`src/rtl/ysyx_24080006_ifu.sv`:
```
// ============================================================================
// ysyx_24080006_ifu -- instruction fetch unit for the RV32E execute core
//
// Takes a fetch PC from the core, issues one read on the instruction-memory
// port (never more than one outstanding), and hands the instruction word,
// its PC and a fault flag back to the core over a valid/ready handshake.
// A flush abandons whatever fetch is in flight. If a request has already been
// accepted by memory, its response is drained and discarded before a new PC
// is taken.
//
// Parameters
//   TIMEOUT   cycles a fetch may spend waiting for a response before it is
//             reported as a fault (1..65535)
//   RESET_PC  value shown on inst_pc / mem_req_addr out of reset
//
// Ports
//   clk, rst         clock and synchronous active-high reset
//   flush            abandon the current fetch (branch / trap redirect)
//   pc_valid/ready   fetch PC handshake, pc_i is the address
//   mem_req_*        read request channel (valid/ready, word address)
//   mem_resp_*       read response: data plus access-fault flag. It has no
//                    ready because memory cannot be back-pressured.
//   inst_valid/ready instruction handshake towards the core
//   inst_o, inst_pc  instruction word and the PC it was fetched from
//   inst_err         fetch fault: misaligned PC, bus error or timeout
// ============================================================================
module ysyx_24080006_ifu #(
    parameter int unsigned TIMEOUT  = 255,
    parameter logic [31:0] RESET_PC = 32'h8000_0000
) (
    input  logic        clk,
    input  logic        rst,
    input  logic        flush,
    input  logic        pc_valid,
    output logic        pc_ready,
    input  logic [31:0] pc_i,
    output logic        mem_req_valid,
    input  logic        mem_req_ready,
    output logic [31:0] mem_req_addr,
    input  logic        mem_resp_valid,
    input  logic [31:0] mem_resp_data,
    input  logic        mem_resp_err,
    output logic        inst_valid,
    input  logic        inst_ready,
    output logic [31:0] inst_o,
    output logic [31:0] inst_pc,
    output logic        inst_err
);

    typedef enum logic [2:0] {
        ST_IDLE,
        ST_REQ,
        ST_WAIT,
        ST_HOLD,
        ST_DRAIN
    } state_t;

    // Counter compare value, one bit wider than the counter so the
    // incremented count can be compared without wrapping.
    localparam logic [16:0] TIMEOUT_W = 17'(TIMEOUT);

    state_t      state_reg, state_next;
    logic [31:0] addr_reg,  addr_next;
    logic [31:0] inst_reg,  inst_next;
    logic        err_reg,   err_next;
    logic [15:0] cnt_reg,   cnt_next;

    logic [16:0] cnt_plus1;
    logic        timeout_hit;
    logic        pc_accept;
    logic        pc_misaligned;

    // The counter holds the number of completed waiting cycles. The current
    // cycle is the last allowed one when the count including it reaches
    // TIMEOUT, so a fetch waits at most TIMEOUT cycles in WAIT.
    assign cnt_plus1     = {1'b0, cnt_reg} + 17'd1;
    assign timeout_hit   = (cnt_plus1 == TIMEOUT_W);
    assign pc_misaligned = (pc_i[1:0] != 2'b00);

    // A new PC can be taken from IDLE, or from HOLD in the same cycle the
    // core consumes the held instruction, so back-to-back fetches do not
    // need a bubble. Flush and reset always refuse it.
    assign pc_ready  = !rst && !flush &&
                       ((state_reg == ST_IDLE) ||
                        ((state_reg == ST_HOLD) && inst_ready));
    assign pc_accept = pc_valid && pc_ready;

    assign mem_req_valid = (state_reg == ST_REQ);
    assign mem_req_addr  = {addr_reg[31:2], 2'b00};
    assign inst_valid    = (state_reg == ST_HOLD);
    assign inst_o        = inst_reg;
    assign inst_pc       = addr_reg;
    assign inst_err      = err_reg;

    // ------------------------------------------------------------------
    // Next-state logic
    // ------------------------------------------------------------------
    always_comb begin
        state_next = state_reg;
        addr_next  = addr_reg;
        inst_next  = inst_reg;
        err_next   = err_reg;
        cnt_next   = cnt_reg;

        unique case (state_reg)
            ST_IDLE: begin
                // Only a PC accept moves us out of IDLE, handled below.
            end

            ST_REQ: begin
                if (flush) begin
                    // If memory takes the request in the same cycle, its
                    // response is still coming and must be drained.
                    // Otherwise the request is withdrawn.
                    state_next = mem_req_ready ? ST_DRAIN : ST_IDLE;
                    cnt_next   = '0;
                end else if (mem_req_ready) begin
                    state_next = ST_WAIT;
                    cnt_next   = '0;
                end
            end

            ST_WAIT: begin
                if (flush) begin
                    // A coincident response retires the request, so nothing
                    // is left to drain.
                    state_next = mem_resp_valid ? ST_IDLE : ST_DRAIN;
                    cnt_next   = '0;
                end else if (mem_resp_valid) begin
                    state_next = ST_HOLD;
                    inst_next  = mem_resp_data;
                    err_next   = mem_resp_err;
                end else if (timeout_hit) begin
                    // Give up on this fetch. The memory model does not track
                    // outstanding requests, so a late response is simply
                    // ignored once we leave WAIT.
                    state_next = ST_HOLD;
                    inst_next  = '0;
                    err_next   = 1'b1;
                end else begin
                    cnt_next = cnt_plus1[15:0];
                end
            end

            ST_HOLD: begin
                if (flush) begin
                    state_next = ST_IDLE;
                end else if (inst_ready) begin
                    // A PC offered in this cycle overrides this below.
                    state_next = ST_IDLE;
                end
            end

            ST_DRAIN: begin
                if (flush) begin
                    // A repeated flush keeps us draining. The counter stops
                    // at its final value so the timeout still fires on the
                    // first cycle without a flush.
                    if (!timeout_hit) begin
                        cnt_next = cnt_plus1[15:0];
                    end
                end else if (mem_resp_valid || timeout_hit) begin
                    state_next = ST_IDLE;
                end else begin
                    cnt_next = cnt_plus1[15:0];
                end
            end

            default: begin
                state_next = ST_IDLE;
            end
        endcase

        // pc_accept can only be true in IDLE, or in HOLD with inst_ready and
        // no flush, so it may override the per-state decision above.
        if (pc_accept) begin
            addr_next = pc_i;
            if (pc_misaligned) begin
                state_next = ST_HOLD;
                inst_next  = '0;
                err_next   = 1'b1;
            end else begin
                state_next = ST_REQ;
            end
        end
    end

    // ------------------------------------------------------------------
    // State registers
    // ------------------------------------------------------------------
    always_ff @(posedge clk) begin
        if (rst) begin
            state_reg <= ST_IDLE;
            addr_reg  <= RESET_PC;
            inst_reg  <= '0;
            err_reg   <= 1'b0;
            cnt_reg   <= '0;
        end else begin
            state_reg <= state_next;
            addr_reg  <= addr_next;
            inst_reg  <= inst_next;
            err_reg   <= err_next;
            cnt_reg   <= cnt_next;
        end
    end

endmodule
```
`config.mk`:
```
export PLATFORM = sky130hd
export DESIGN_NAME = ysyx_24080006_ifu
export DESIGN_NICKNAME = d
export VERILOG_FILES = /design/src/rtl/ysyx_24080006_ifu.sv
export SDC_FILE = /design/constraint.sdc
export NUM_CORES = 1
export LEC_CHECK = 0
export ABC_AREA = 0
export CAP_MARGIN = 20
export CORE_ASPECT_RATIO = 1.4
export CORE_MARGIN = 5
export CORE_UTILIZATION = 43
export CTS_BUF_LIST = sky130_fd_sc_hd__clkbuf_4 sky130_fd_sc_hd__clkbuf_8 sky130_fd_sc_hd__clkbuf_16
export DETAILED_ROUTE_END_ITERATION = 6
export GPL_TIMING_DRIVEN = 0
export PLACE_DENSITY = 0.82
export SETUP_SLACK_MARGIN = 0.2
export SYNTH_ARGS = -nofsm -noshare
export SYNTH_HDL_FRONTEND = slang
export SYNTH_SLANG_ARGS = --single-unit
```
`constraint.sdc`:
```
create_clock -name clk -period 3.55 [get_ports clk]
set_input_delay 0.71 -clock clk [delete_from_list [all_inputs] [get_ports clk]]
set_output_delay 0.71 -clock clk [all_outputs]
set_load 0.05 [all_outputs]
```
==> results.toml, run 1 <==
[run_status]
status = "finished, final reports clean"

[critical_path]
crit_slowest_cell = "clkdlybuf4s50_1"
crit_type = "in -> out"
rrSetupSlack_ns = 0.51
arrival_ns = 2.56
regToRegStartpoint = "cnt_reg[1]$_SDFFE_PP0P_"
cp.required_ns = 2.84
cp_max_fo = 8
cp_top_family = "buffers and inverters"
critical_path_buf_inv_count = 2
path_cells = "clkdlybuf4s50_1 -> nor2_1 -> and3_1 -> clkdlybuf4s50_1"
r2r_cells = 11
cp-end-kind = "output pin"
r2r-end = "inst_o[28]$_SDFF_PP0_"
cp-start-kind = "input pin"
crit_cells = 4
cp_common_cell = "clkdlybuf4s50_1"
critPathMaxStageDelay_ns = 0.83

[clocking]
post_cts_buffers = 0
clk_latency_ns = 0.34
cts.sinks = 84
cts_resized = 0
clockBufferDepth = 2
clkSlewWorstSetupHoldPaths_ns = 0.06
numCtsBuffers = 9
cts_tree = "done"
h-tree-depth = 3
cts-root-buf = "clkbuf_16"
ctsHoldBuffers = 0

[global_routing]
grt_pass1_wl_mm = 19.81
grt_usage_pct = 21.96
grt_pass1_vias = 4230
antenna_found_initial = 0
grt_max_degree = 14
grt-ovfl-total = 0

[min_path]
whs_path_depth = 2
hold_path_class = "reg -> reg"
min_from = "inst_pc[1]$_SDFFE_PP0P_"
hold_path_end = "inst_pc[1]$_SDFFE_PP0P_"

[floorplanning]
rows = 41
initial_utilization_pct = 44.08
core_um2 = 9080
dieArea_um2 = 11370
die_height_um = 124.2
io_pins = 172
die_w_um = 91.54

[sta]
clock_skew_ns = 0.006328
rsz0062_at_grt = "false"
clock.fmax_ghz = 0.3058
fin_tns_setup_ns = 0
hold_viol = 0
fin_ws_ns = 0.2801
maxSlewHeadroom_pct = 61.69
drv_slew = 0
final_period_minus_worst_setup_slack_ns = 3.270
tightest_slew_ns = 0.5728
min_period_over_period_pct = 92.11
setup_viol = 0

[placed_design]
hpwl_mm = 9.746
dp.cells = 767
pre_cts_ws_ns = 0.3157
port_buffers = 168
placed_area_um2 = 5822
gp_congestion = 0.9070

[final_layout]
final_cells = 783
area_growth_pct = 53.08
fill_cells = 737
final_cell_area_um2 = 6127
ff_latch_area_um2 = 1682
multi_input_area_um2 = 1906
insertedDiodeCount = 0
drive_gt1_share_pct = 10.95
final_nets = 745

[synth]
synth_ff_type = "dfxtp_1"
synthTopCellsByCount = "dfxtp_1, nand2_1, nor2_1"
yosys.area.top_type = "dfxtp_1"
synthArstFlopShare_pct = 0
ys_seq_area_share_pct = 42.01
synth-seq-cells = 84
synth_most_common_cell = "dfxtp_1"
netlist_instances = 491
synth-edff-count = 0
mappedNetlistArea_um2 = 4003
syn_area_per_cell_um2 = 8.152
yosys_warnings = 0
synth_top_area_share_pct = 42.01
synth_cell_types = 60
synthTopCellsByArea = "dfxtp_1, nand2_1, a22oi_1"

[power_and_ir_drop]
vdd_drop_max_mv = 0.2636
powerDensity_nw_per_um2 = 415.9
p_leak_uw = 0.002446

[detailed_routing]
drt_iter0_drc = 223
via_per_inst = 5.382
remaining_drc_errors = 0
routed_wl_mm = 12.70
wire_per_inst_um = 16.22
routed-via-count = 4214
dr.pass1.iters = 5
drt.antenna.violating_nets = 0

[flow_run]
drv_cap = 0
## where the power goes
| group | internal, µW | switching (µW) |
|---|---|---|
| combinational | 230 | 351 |
| clock | 590 | 374 |
| sequential | 975 | 28.7 |
## cells in the final DEF, fill, tap and decap left out, drive strengths merged, types with 4 or more instances in the layout
master           n
clkdlybuf4s50  168
dfxtp           84
nand2           82
nor2            54
buf             45
nand3           40
a22oi           33
clkbuf          33
o21ai           14
a21oi           13
nor3            13
inv             10
and3             6
o31ai            5
a211o            5
nand4            5
nand2b           4
a31oi            4
nor2b            4
## per-stage QoR
stage	hold slack [ns]	total power [µW]	utilization, %
detailed placement	0.4497	1605	64.12
global placement	0.4454	1595	64.12
global route	0.4915	2641	67.48
finish	0.4566	2548	67.48
floorplan	0.4516	1373	-
CTS	0.4578	2558	67.48
## cell families after synthesis
logic type	Yosys count	synth area share (%)
DFF	84	42.01
AOI/OAI and AO/OA	95	17.63
muxes	3	0.7503
xor gates and xnor gates	5	1.094
buffers and inverters	74	10.47
other	1	0.09369
adders and majority gates	2	0.6251
and+or+nand+nor	227	27.32
## tightest hold or removal path: cells and delay by family (launching register included)
family          cells  cell delay [ns]
flops               1             0.31
simple gates        1             0.05
compound gates      1             0.05
## routing by layer
layer  GRT usage [%]  vias up  part of all wire (%)
li1                -     2038                     -
met2           39.96      168                    53
met1           21.78     1979                    35
met5               0        -                     0
met3           8.701       29                   9.0
met4           10.47        0                   2.6
## worst max path at each step
stage,start,end
finish,flush,pc_ready
global route,cnt_reg[1]$_SDFFE_PP0P_,inst_o[19]$_SDFF_PP0_
CTS,flush,pc_ready
detailed placement,flush,inst_o[12]$_SDFF_PP0_
global placement,flush,pc_ready
floorplan,rst,inst_o[10]$_SDFF_PP0_
## layout make-up
cell class | instances | area share [%]
Multi-Input combinational cell | 334 | 31.10
Sequential cell | 84 | 27.45
Timing Repair Buffer | 168 | 27.45
Buffer | 65 | 6.290
Clock buffer | 13 | 4.268
Tap cell | 107 | 2.185
Clock inverter | 3 | 0.7147
Inverter | 9 | 0.5514
(Power assumes the default switching activity.)
==> inputs of run 2 (changes only) <==
REMOVE_ABC_BUFFERS = 1   (was not set)
==> run 2 against run 1 <==
Net effect: die area did not move; global-route usage fell by 1.4 points; final cell count fell by 7.7%; first-iteration DRC count rose by 30%; via count fell by 5.8%; largest power group is now clock; highest routed layer unchanged.
==> results.toml, run 2 (synthesis gave the netlist of run 1 again) <==
[power_and_ir_drop]
power_uw = 2693
p_leak_uw = 0.002277
powerDensity_nw_per_um2 = 453.5
vdd_drop_max_mv = 0.2635

[global_routing]
antenna_found_initial = 0
grt_pass1_wl_mm = 19.04
grt_max_degree = 38
grt_usage_pct = 20.59
grt-ovfl-total = 0
grt_pass1_vias = 3893

[final_layout]
layout_common_cells = "clkdlybuf4s50_1, dfxtp_1, nand2_1"
final_nets = 685
final_common_cell = "clkdlybuf4s50_1"
final_cells = 723
insertedDiodeCount = 0
drive_gt1_share_pct = 6.656
fill_cells = 724
area_growth_pct = 48.36

[min_path]
whs_path_depth = 2
hold_path_class = "reg -> reg"

[critical_path]
critPathMaxStageDelay_ns = 0.81
cp-end-kind = "output pin"
arrival_ns = 2.54
cp-start-kind = "input pin"
r2r_cells = 10
critical_path_buf_inv_count = 3
path_cells = "clkdlybuf4s15_2 -> inv_6 -> and3_1 -> clkdlybuf4s50_1"
cp_top_family = "buffers and inverters"
crit_type = "in -> out"
cp.required_ns = 2.84
crit_slowest_cell = "clkdlybuf4s50_1"
cp_max_fo = 37
crit_cells = 4

[clocking]
cts-root-buf = "clkbuf_16"
clk_latency_ns = 0.33
cts_tree = "done"
clkSlewWorstSetupHoldPaths_ns = 0.06
cts.sinks = 84
h-tree-depth = 3
numCtsBuffers = 9
clockBufferDepth = 2

[detailed_routing]
routed_wl_mm = 12.02
via_per_inst = 5.490
drt.antenna.violating_nets = 0
routed-via-count = 3969
dr.pass1.iters = 5
remaining_drc_errors = 0
wire_per_inst_um = 16.63
drt_iter0_drc = 291

[floorplanning]
rows = 41
core_um2 = 9080
dieArea_um2 = 11370
io_pins = 172
die_w_um = 91.54
initial_utilization_pct = 44.08
die_height_um = 124.2

[placed_design]
dp.cells = 706
port_buffers = 169
hpwl_mm = 8.617
gp_congestion = 0.8684

[run_status]
status = "finished, final reports clean"

[sta]
holdWs_ns = 0.4722
maxSlewHeadroom_pct = 44.96
setup_viol = 0
clock_skew_ns = 0.007489
rsz0062_at_grt = "true"
drv_slew = 0
min_period_over_period_pct = 91.51
clock.fmax_ghz = 0.3078
final_period_minus_worst_setup_slack_ns = 3.249
hold_viol = 0
tightest_slew_ns = 0.8169

[flow_run]
drv_cap = 0
==> run 2: cell count changes in the layout (fill, tap and decap cells not counted), sizes merged <==
| cell | change |
|---|---|
| buf | -41 |
| bufinv | +3 |
| clkbuf | -23 |
| clkdlybuf4s15 | +1 |
| clkinvlp | +1 |
| inv | -1 |
==> run 2: power breakdown <==
part           switching [µW]  internal, µW  leakage [µW]
Clock                     375           768      0.000176
Sequential               34.6           975      0.000681
Combinational             337           203       0.00142
==> run 2: per-stage QoR <==
step	instance area (µm²)	worst slack [ns]	setup TNS (ns)	util, %
global placement	5446	-1.756	-68.04	59.98
CTS	5898	0.2983	0	64.96
floorplan	3621	0.1195	0	-
detailed placement	5520	-1.040	-33.79	60.80
global route	5938	0.1945	0	65.40
finish	5938	0.3013	0	65.40
==> run 2: final timing paths <==
kind	start	end	slack (ns)
worst min register to register	inst_pc[16]$_SDFFE_PP0P_	inst_pc[16]$_SDFFE_PP0P_	0.47
worst max register to register	cnt_reg[1]$_SDFFE_PP0P_	inst_o[4]$_SDFF_PP0_	0.51
worst max-delay path	rst	pc_ready	0.30
worst min-delay path	inst_pc[16]$_SDFFE_PP0P_	inst_pc[16]$_SDFFE_PP0P_	0.47
==> run 2: metal layers <==
| layer | GRT usage, % | vias to the layer above | routed length, µm |
|---|---|---|---|
| li1 | - | 1928 | - |
| met1 | 23.37 | 1878 | 4648 |
| met2 | 37.04 | 149 | 6455 |
| met3 | 5.801 | 14 | 738 |
| met4 | 6.981 | 0 | 182 |
| met5 | 0 | - | 0 |
==> run 2: layout make-up <==
cell class,instances,area (µm²),share of cell area [%]
clock buffers,10,232.7,3.919
well taps,107,133.9,2.255
repair buffers,173,1778,29.94
multi-input cells,334,1937,32.62
inverters,9,38.79,0.6532
flip-flops and latches,84,1682,28.32
clock inverters,6,136.4,2.297
==> run 2: tightest hold or removal path, stage by stage, from the launching register on <==
cell and delay [ns]:
dfxtp_1 0.32, nand3_1 0.06, nand2_1 0.04
==> run 2: timing repair <==
item                       4_1_cts  5_1_grt
gates resized for setup          6        5
hold buffers                     0        0
setup buffers                    0        0
setup endpoints to repair       35       22
cloned                           0        0
